`src/rtl/mem_port_arbiter_pkg.sv`:
```
// Shared definitions for the data-RAM port arbiter: mode-FSM encodings,
// read-return owner codes and the owner register layout.
package mem_port_arbiter_pkg;

    // Mode FSM: RUN arbitrates normally, DRAIN lets one read response land,
    // LOAD gives the RAM to the loader only.
    typedef enum logic [1:0] {
        MODE_RUN   = 2'd0,
        MODE_DRAIN = 2'd1,
        MODE_LOAD  = 2'd2
    } mode_e;

    // Which port a RAM access was granted to.
    typedef enum logic [1:0] {
        OWN_NONE = 2'd0,
        OWN_CPU  = 2'd1,
        OWN_LD   = 2'd2
    } owner_e;

    // Registered record of last cycle's grant, used to route read data.
    typedef struct packed {
        logic   rd;
        owner_e owner;
    } owner_t;

    // Bits needed to hold a count of 0..limit.
    function automatic int cnt_width(input int limit);
        return (limit < 2) ? 1 : $clog2(limit + 1);
    endfunction

endpackage

```
`src/rtl/mem_port_arbiter_starve_counter.sv`:
```
// Saturating counter of consecutive CPU wins while the loader waits.
// Clear has priority over increment. at_limit tells the arbiter to let
// the loader in on the current cycle.
module arb_starve_counter
    import mem_port_arbiter_pkg::*;
#(
    parameter int LIMIT = 4,
    parameter int W     = cnt_width(LIMIT)
) (
    input  logic clk,
    input  logic reset,
    input  logic inc,
    input  logic clr,
    output logic at_limit
);

    logic [W-1:0] cnt_q;

    // Count up on each starved cycle, stop at LIMIT, drop to zero on clear.
    always_ff @(posedge clk) begin
        if (reset) begin
            cnt_q <= '0;
        end else if (clr) begin
            cnt_q <= '0;
        end else if (inc && (cnt_q != W'(LIMIT))) begin
            cnt_q <= cnt_q + 1'b1;
        end
    end

    assign at_limit = (cnt_q == W'(LIMIT));

endmodule

```
`src/rtl/mem_port_arbiter.sv`:
```
// Arbiter for the single-port data RAM shared by the CPU datapath and the
// UART loader/debug port. The CPU has fixed priority. A starvation counter
// forces one loader slot after STARVE_LIMIT CPU wins. load_mode hands the
// RAM to the loader exclusively. The CPU is stalled while load_mode is set.
//
// Handshake: a requester raises *_req with its we/addr/wdata and holds all
// of them stable. A cycle with the grant (cpu_stall=0 for the CPU, ld_ack=1
// for the loader) is the cycle the access happens. After that cycle the
// requester may change or drop the request. A granted read returns one
// cycle later as a single *_rvalid pulse with *_rdata. Between pulses
// *_rdata keeps the last value returned to that port.
module mem_port_arbiter
    import mem_port_arbiter_pkg::*;
#(
    parameter int ADDR_W       = 8,
    parameter int DATA_W       = 8,
    parameter int STARVE_LIMIT = 4
) (
    input  logic              clk,
    input  logic              reset,
    input  logic              load_mode,
    input  logic              cpu_req,
    input  logic              cpu_we,
    input  logic [ADDR_W-1:0] cpu_addr,
    input  logic [DATA_W-1:0] cpu_wdata,
    output logic              cpu_stall,
    output logic [DATA_W-1:0] cpu_rdata,
    output logic              cpu_rvalid,
    input  logic              ld_req,
    input  logic              ld_we,
    input  logic [ADDR_W-1:0] ld_addr,
    input  logic [DATA_W-1:0] ld_wdata,
    output logic              ld_ack,
    output logic [DATA_W-1:0] ld_rdata,
    output logic              ld_rvalid,
    output logic              mem_en,
    output logic              mem_we,
    output logic [ADDR_W-1:0] mem_addr,
    output logic [DATA_W-1:0] mem_wdata,
    input  logic [DATA_W-1:0] mem_rdata,
    output logic [1:0]        mode
);

    mode_e             state_q;
    owner_t            owner_q;
    logic [DATA_W-1:0] cpu_hold_q;
    logic [DATA_W-1:0] ld_hold_q;

    logic cpu_grant;
    logic ld_grant;
    logic rd_issue;
    logic at_limit;
    logic run_arb;
    logic load_arb;

    // Dropping load_mode while in LOAD applies RUN arbitration that same cycle.
    assign run_arb  = (state_q == MODE_RUN) || ((state_q == MODE_LOAD) && !load_mode);
    assign load_arb = (state_q == MODE_LOAD) && load_mode;

    // Pick at most one port per cycle. Nothing is granted while reset is held.
    always_comb begin
        cpu_grant = 1'b0;
        ld_grant  = 1'b0;
        if (!reset) begin
            if (run_arb) begin
                if (cpu_req && !(ld_req && at_limit)) begin
                    cpu_grant = 1'b1;
                end else if (ld_req) begin
                    ld_grant = 1'b1;
                end
            end else if (load_arb) begin
                ld_grant = ld_req;
            end
        end
    end

    assign cpu_stall = cpu_req && !cpu_grant;
    assign ld_ack    = ld_grant;
    assign rd_issue  = (cpu_grant && !cpu_we) || (ld_grant && !ld_we);

    // Drive the RAM from the granted port. Address and data are zero when idle.
    always_comb begin
        mem_en    = cpu_grant || ld_grant;
        mem_we    = 1'b0;
        mem_addr  = '0;
        mem_wdata = '0;
        if (cpu_grant) begin
            mem_we    = cpu_we;
            mem_addr  = cpu_addr;
            mem_wdata = cpu_wdata;
        end else if (ld_grant) begin
            mem_we    = ld_we;
            mem_addr  = ld_addr;
            mem_wdata = ld_wdata;
        end
    end

    // Count CPU wins while the loader is waiting. Any loader slot or idle loader resets the count.
    arb_starve_counter #(
        .LIMIT (STARVE_LIMIT)
    ) u_starve (
        .clk      (clk),
        .reset    (reset),
        .inc      (cpu_grant && ld_req),
        .clr      (ld_grant || !ld_req),
        .at_limit (at_limit)
    );

    // Mode FSM. A read granted on the cycle load_mode is seen goes through DRAIN so its response lands first.
    always_ff @(posedge clk) begin
        if (reset) begin
            state_q <= MODE_RUN;
        end else begin
            case (state_q)
                MODE_RUN: begin
                    if (load_mode) begin
                        state_q <= rd_issue ? MODE_DRAIN : MODE_LOAD;
                    end
                end
                MODE_DRAIN: begin
                    state_q <= MODE_LOAD;
                end
                MODE_LOAD: begin
                    if (!load_mode) begin
                        state_q <= MODE_RUN;
                    end
                end
                default: begin
                    state_q <= MODE_RUN;
                end
            endcase
        end
    end

    assign mode = state_q;

    // Remember who issued this cycle's read so next cycle's RAM data goes to that port.
    always_ff @(posedge clk) begin
        if (reset) begin
            owner_q <= '{rd: 1'b0, owner: OWN_NONE};
        end else begin
            owner_q.rd    <= rd_issue;
            owner_q.owner <= cpu_grant ? OWN_CPU : (ld_grant ? OWN_LD : OWN_NONE);
        end
    end

    // A response that lands while reset is held is discarded.
    assign cpu_rvalid = !reset && owner_q.rd && (owner_q.owner == OWN_CPU);
    assign ld_rvalid  = !reset && owner_q.rd && (owner_q.owner == OWN_LD);

    // Hold each port's last returned word so its rdata stays put between responses.
    always_ff @(posedge clk) begin
        if (reset) begin
            cpu_hold_q <= '0;
            ld_hold_q  <= '0;
        end else begin
            if (cpu_rvalid) begin
                cpu_hold_q <= mem_rdata;
            end
            if (ld_rvalid) begin
                ld_hold_q <= mem_rdata;
            end
        end
    end

    assign cpu_rdata = reset ? '0 : (cpu_rvalid ? mem_rdata : cpu_hold_q);
    assign ld_rdata  = reset ? '0 : (ld_rvalid  ? mem_rdata : ld_hold_q);

endmodule

```
`config.mk`:
```
export PLATFORM = sky130hd
export DESIGN_NAME = mem_port_arbiter
export DESIGN_NICKNAME = d
export VERILOG_FILES = /design/src/rtl/mem_port_arbiter_pkg.sv /design/src/rtl/mem_port_arbiter_starve_counter.sv /design/src/rtl/mem_port_arbiter.sv
export SDC_FILE = /design/constraint.sdc
export NUM_CORES = 1
export LEC_CHECK = 0
export BUFFER_PORTS_ARGS = -buffer_cell sky130_fd_sc_hd__buf_2
export CAP_MARGIN = 20
export CELL_PAD_IN_SITES_DETAIL_PLACEMENT = 1
export CELL_PAD_IN_SITES_GLOBAL_PLACEMENT = 1
export CORE_ASPECT_RATIO = 0.9
export CORE_MARGIN = 3
export CORE_UTILIZATION = 31
export DETAILED_ROUTE_END_ITERATION = 10
export HOLD_SLACK_MARGIN = 0.05
export PLACE_DENSITY = 0.93
export SETUP_SLACK_MARGIN = 0.2
export SLEW_MARGIN = 20
export SYNTH_ARGS = -nofsm -noshare
export SYNTH_HDL_FRONTEND = slang
export SYNTH_SLANG_ARGS = --single-unit
```
`constraint.sdc`:
```
create_clock -name clk -period 4.49 [get_ports clk]
set_clock_uncertainty 0.1 [all_clocks]
set_input_delay 0 -clock clk [delete_from_list [all_inputs] [get_ports clk]]
set_output_delay 0 -clock clk [all_outputs]
set_load 0.03 [all_outputs]
```
==> impl_metrics.toml <==
[global_routing]
antenna_found_initial = 1
grt-ovfl-total = 0
grt_use_total_pct = 19.95
grt_max_degree = 27
grt_pass1_wl_um = 7514
grt_pass1_vias = 1455

[floorplanning]
pin_count = 87
start_util_pct = 33.17
die-area_sq_um = 4911
core_sq_um = 3836
core.rowCount = 21
dieHeight_um = 66.78
die_w_um = 73.54

[routing]
via_per_inst = 5.233
drc_errors = 0
num_vias = 1413
ant_nets = 0
wl_um = 4822
drt_first_pass_iters = 4
wire_per_inst_um = 17.86
drtIter0Drc = 53

[clocking]
cts_sinks = 24
cts-buffers-inserted = 3
max-clock-path-buffers = 2
cts_tree = "yes"
htree_levels = 1
path_clk_slew_ns = 0.08
insertion_delay_ns = 0.26
cts_root_buffer = "clkbuf_8"

[critical_path]
crit_path_end_kind = "output pin"
path_max_fanout = 18
crit_type = "flip-flop to output pin"
cp.required_ns = 4.39
cp-start-kind = "flip-flop"
crit_arrival_ns = 2.32

[placed_design]
dp_cells = 253
gp_congestion = 0.7661
portBuffers = 86
dpl.hpwl_um = 3248

[timing]
finalHoldViolations = 0
rsz0062_at_grt = "false"
final_max_slew_viol_count = 0
finalCriticalPeriod_ns = 2.424
worst_pin_slew_ns = 0.8415
finalCritPeriodShare_pct = 53.99
clock.fmax_mhz = 412.5
setup_viol = 0
totalNegativeSetupSlack_ns = 0
slew_headroom_pct = 43.48

[power_and_ir_drop]
ir_drop_uv = 207.5
switchingPower_w = 0.0001456
p_seq_share_pct = 44.8
p_sw_share_pct = 29.56
combPwrFrac_pct = 25.7
p_clk_share_pct = 29.5
intPower_w = 0.0003469
leakagePower_nw = 0.8920
p_per_area_nw_per_um2 = 259.4

[logic_synthesis]
syn_nets = 178
syn_area_per_cell_sq_um = 9.864
yosysUniqueCellTypes = 35
synth_top_cells_by_area = "dfxtp_1, mux2i_1, a22o_1"
yosysTopAreaCell = "dfxtp_1"
synth_top_area_share_pct = 37.76
syn_inst = 129
synth_area_sq_um = 1272
yosysWarningCount = 0
ys_seq_elements = 24
seq_area_frac_synth_pct = 37.76

[run]
max-cap-violations = 0

[layout]
layout-drive-gt1-share_pct = 44.39
layout_commonest_cell = "buf_2"
synthToLayoutAreaGrowth_pct = 49.16
final_nets = 273
instances_no_fill = 270
layout_common_cells = "buf_2, dfxtp_1, mux2i_1"

[status]
status = "complete, no violations"

[min_path]
min_path_type = "input pin to flip-flop"
## flip-flops by register name (all words and copies together) (netlist names)
name and count:
u_starve.cnt_q 3, owner_q 3, cpu_hold_q 8, mode 2
ld_hold_q 8
## repair_timing
item,in CTS,in global routing
hold buffers,12,0
endpoints found under the hold margin,22,0
setup buffers,0,0
resized for setup,0,0
## metrics by stage
step | hold WS, ns | utilization (%) | area [sq um] | power (W) | worst slack [ns]
floorplan | 0.0009107 | - | 1272 | 0.0002995 | 2.693
global placement | 0.1389 | 44.85 | 1720 | 0.0003374 | 2.414
detailed placement | 0.1440 | 44.85 | 1720 | 0.0003409 | 2.359
CTS | 0.05225 | 49.41 | 1896 | 0.0004952 | 2.038
global route | 0.08010 | 49.48 | 1898 | 0.0005148 | 1.819
finish | 0.05165 | 49.48 | 1898 | 0.0004924 | 2.066
## cell type report
| cell class | instances | area, sq um |
|---|---|---|
| timing repair buffer | 100 | 565.5 |
| inverter | 5 | 18.77 |
| antenna | 1 | 2.502 |
| tap | 46 | 57.56 |
| multi-input combinational | 90 | 718.2 |
| clock buffer | 4 | 55.05 |
| fill | 479 | 1938 |
| sequential | 24 | 480.5 |
## power groups by stage
stage	clock [W]	combinational, W	sequential [W]
global placement	0	0.000112	0.000225
global route	0.000158	0.000135	0.000221
CTS	0.000150	0.000125	0.000220
detailed placement	0	0.000115	0.000226
floorplan	0	0.0000731	0.000226
finish	0.000145	0.000127	0.000221
## cell usage after synthesis, drive strengths merged
library cell and n:
clkinv 1, o31ai 3, nor2 16, nor4bb 2, nand3 2, a31oi 2, nand2 2, buf 8
a311o 2, nand4 3, ha 2, and2 2, nor2b 2, a211oi 3, or3 1, or3b 1
dfxtp 24, or4 2, a311oi 1, clkbuf 2, a21oi 2, inv 4, and3 1, nor4 3
a22o 16, o21a 1, mux2i 17, nand2b 3, o41ai 1
## final timing paths
kind / start / endpoint / slack (ns) / cells past startpoint
hold / removal: cpu_req / owner_q[0]$_SDFF_PP0_ / 0.05 / 3
hold reg to reg: cpu_hold_q[5]$_DFF_P_ / cpu_hold_q[5]$_DFF_P_ / 0.41 / 2
setup / recovery: u_starve.cnt_q[1]$_SDFFE_PP0P_ / mem_addr[2] / 2.07 / 6
setup reg to reg: mode[0]$_SDFFE_PP0P_ / owner_q[2]$_SDFF_PP0_ / 2.21 / 4
## metal layers
layer  vias up  share of wire (%)  GRT usage [%]
met5         -                  0              0
met4         0                2.4          7.240
met3         8                2.8          3.318
met2        33                 57          38.05
met1       698                 38          21.67
li1        674                  -              -
## kinds of logic (layout without fill, tap and decap cells)
group / Yosys count / count (layout) / synth area share (%)
simple gates: 40 / 40 / 19.08
compound gates: 31 / 31 / 21.04
flops: 24 / 24 / 37.76
mux: 17 / 17 / 13.37
buf+inv: 15 / 109 / 6.784
fa+ha+maj: 2 / 2 / 1.966
other cells: 0 / 1 / 0
## worst max-delay path: stages (launching register included)
cell and delay [ns]:
dfxtp_1 0.37, inv_1 0.07, ha_1 0.24, and3_1 0.24, nor4_4 0.64, a22o_1 0.29
buf_2 0.20
(Power assumes the default switching activity.)
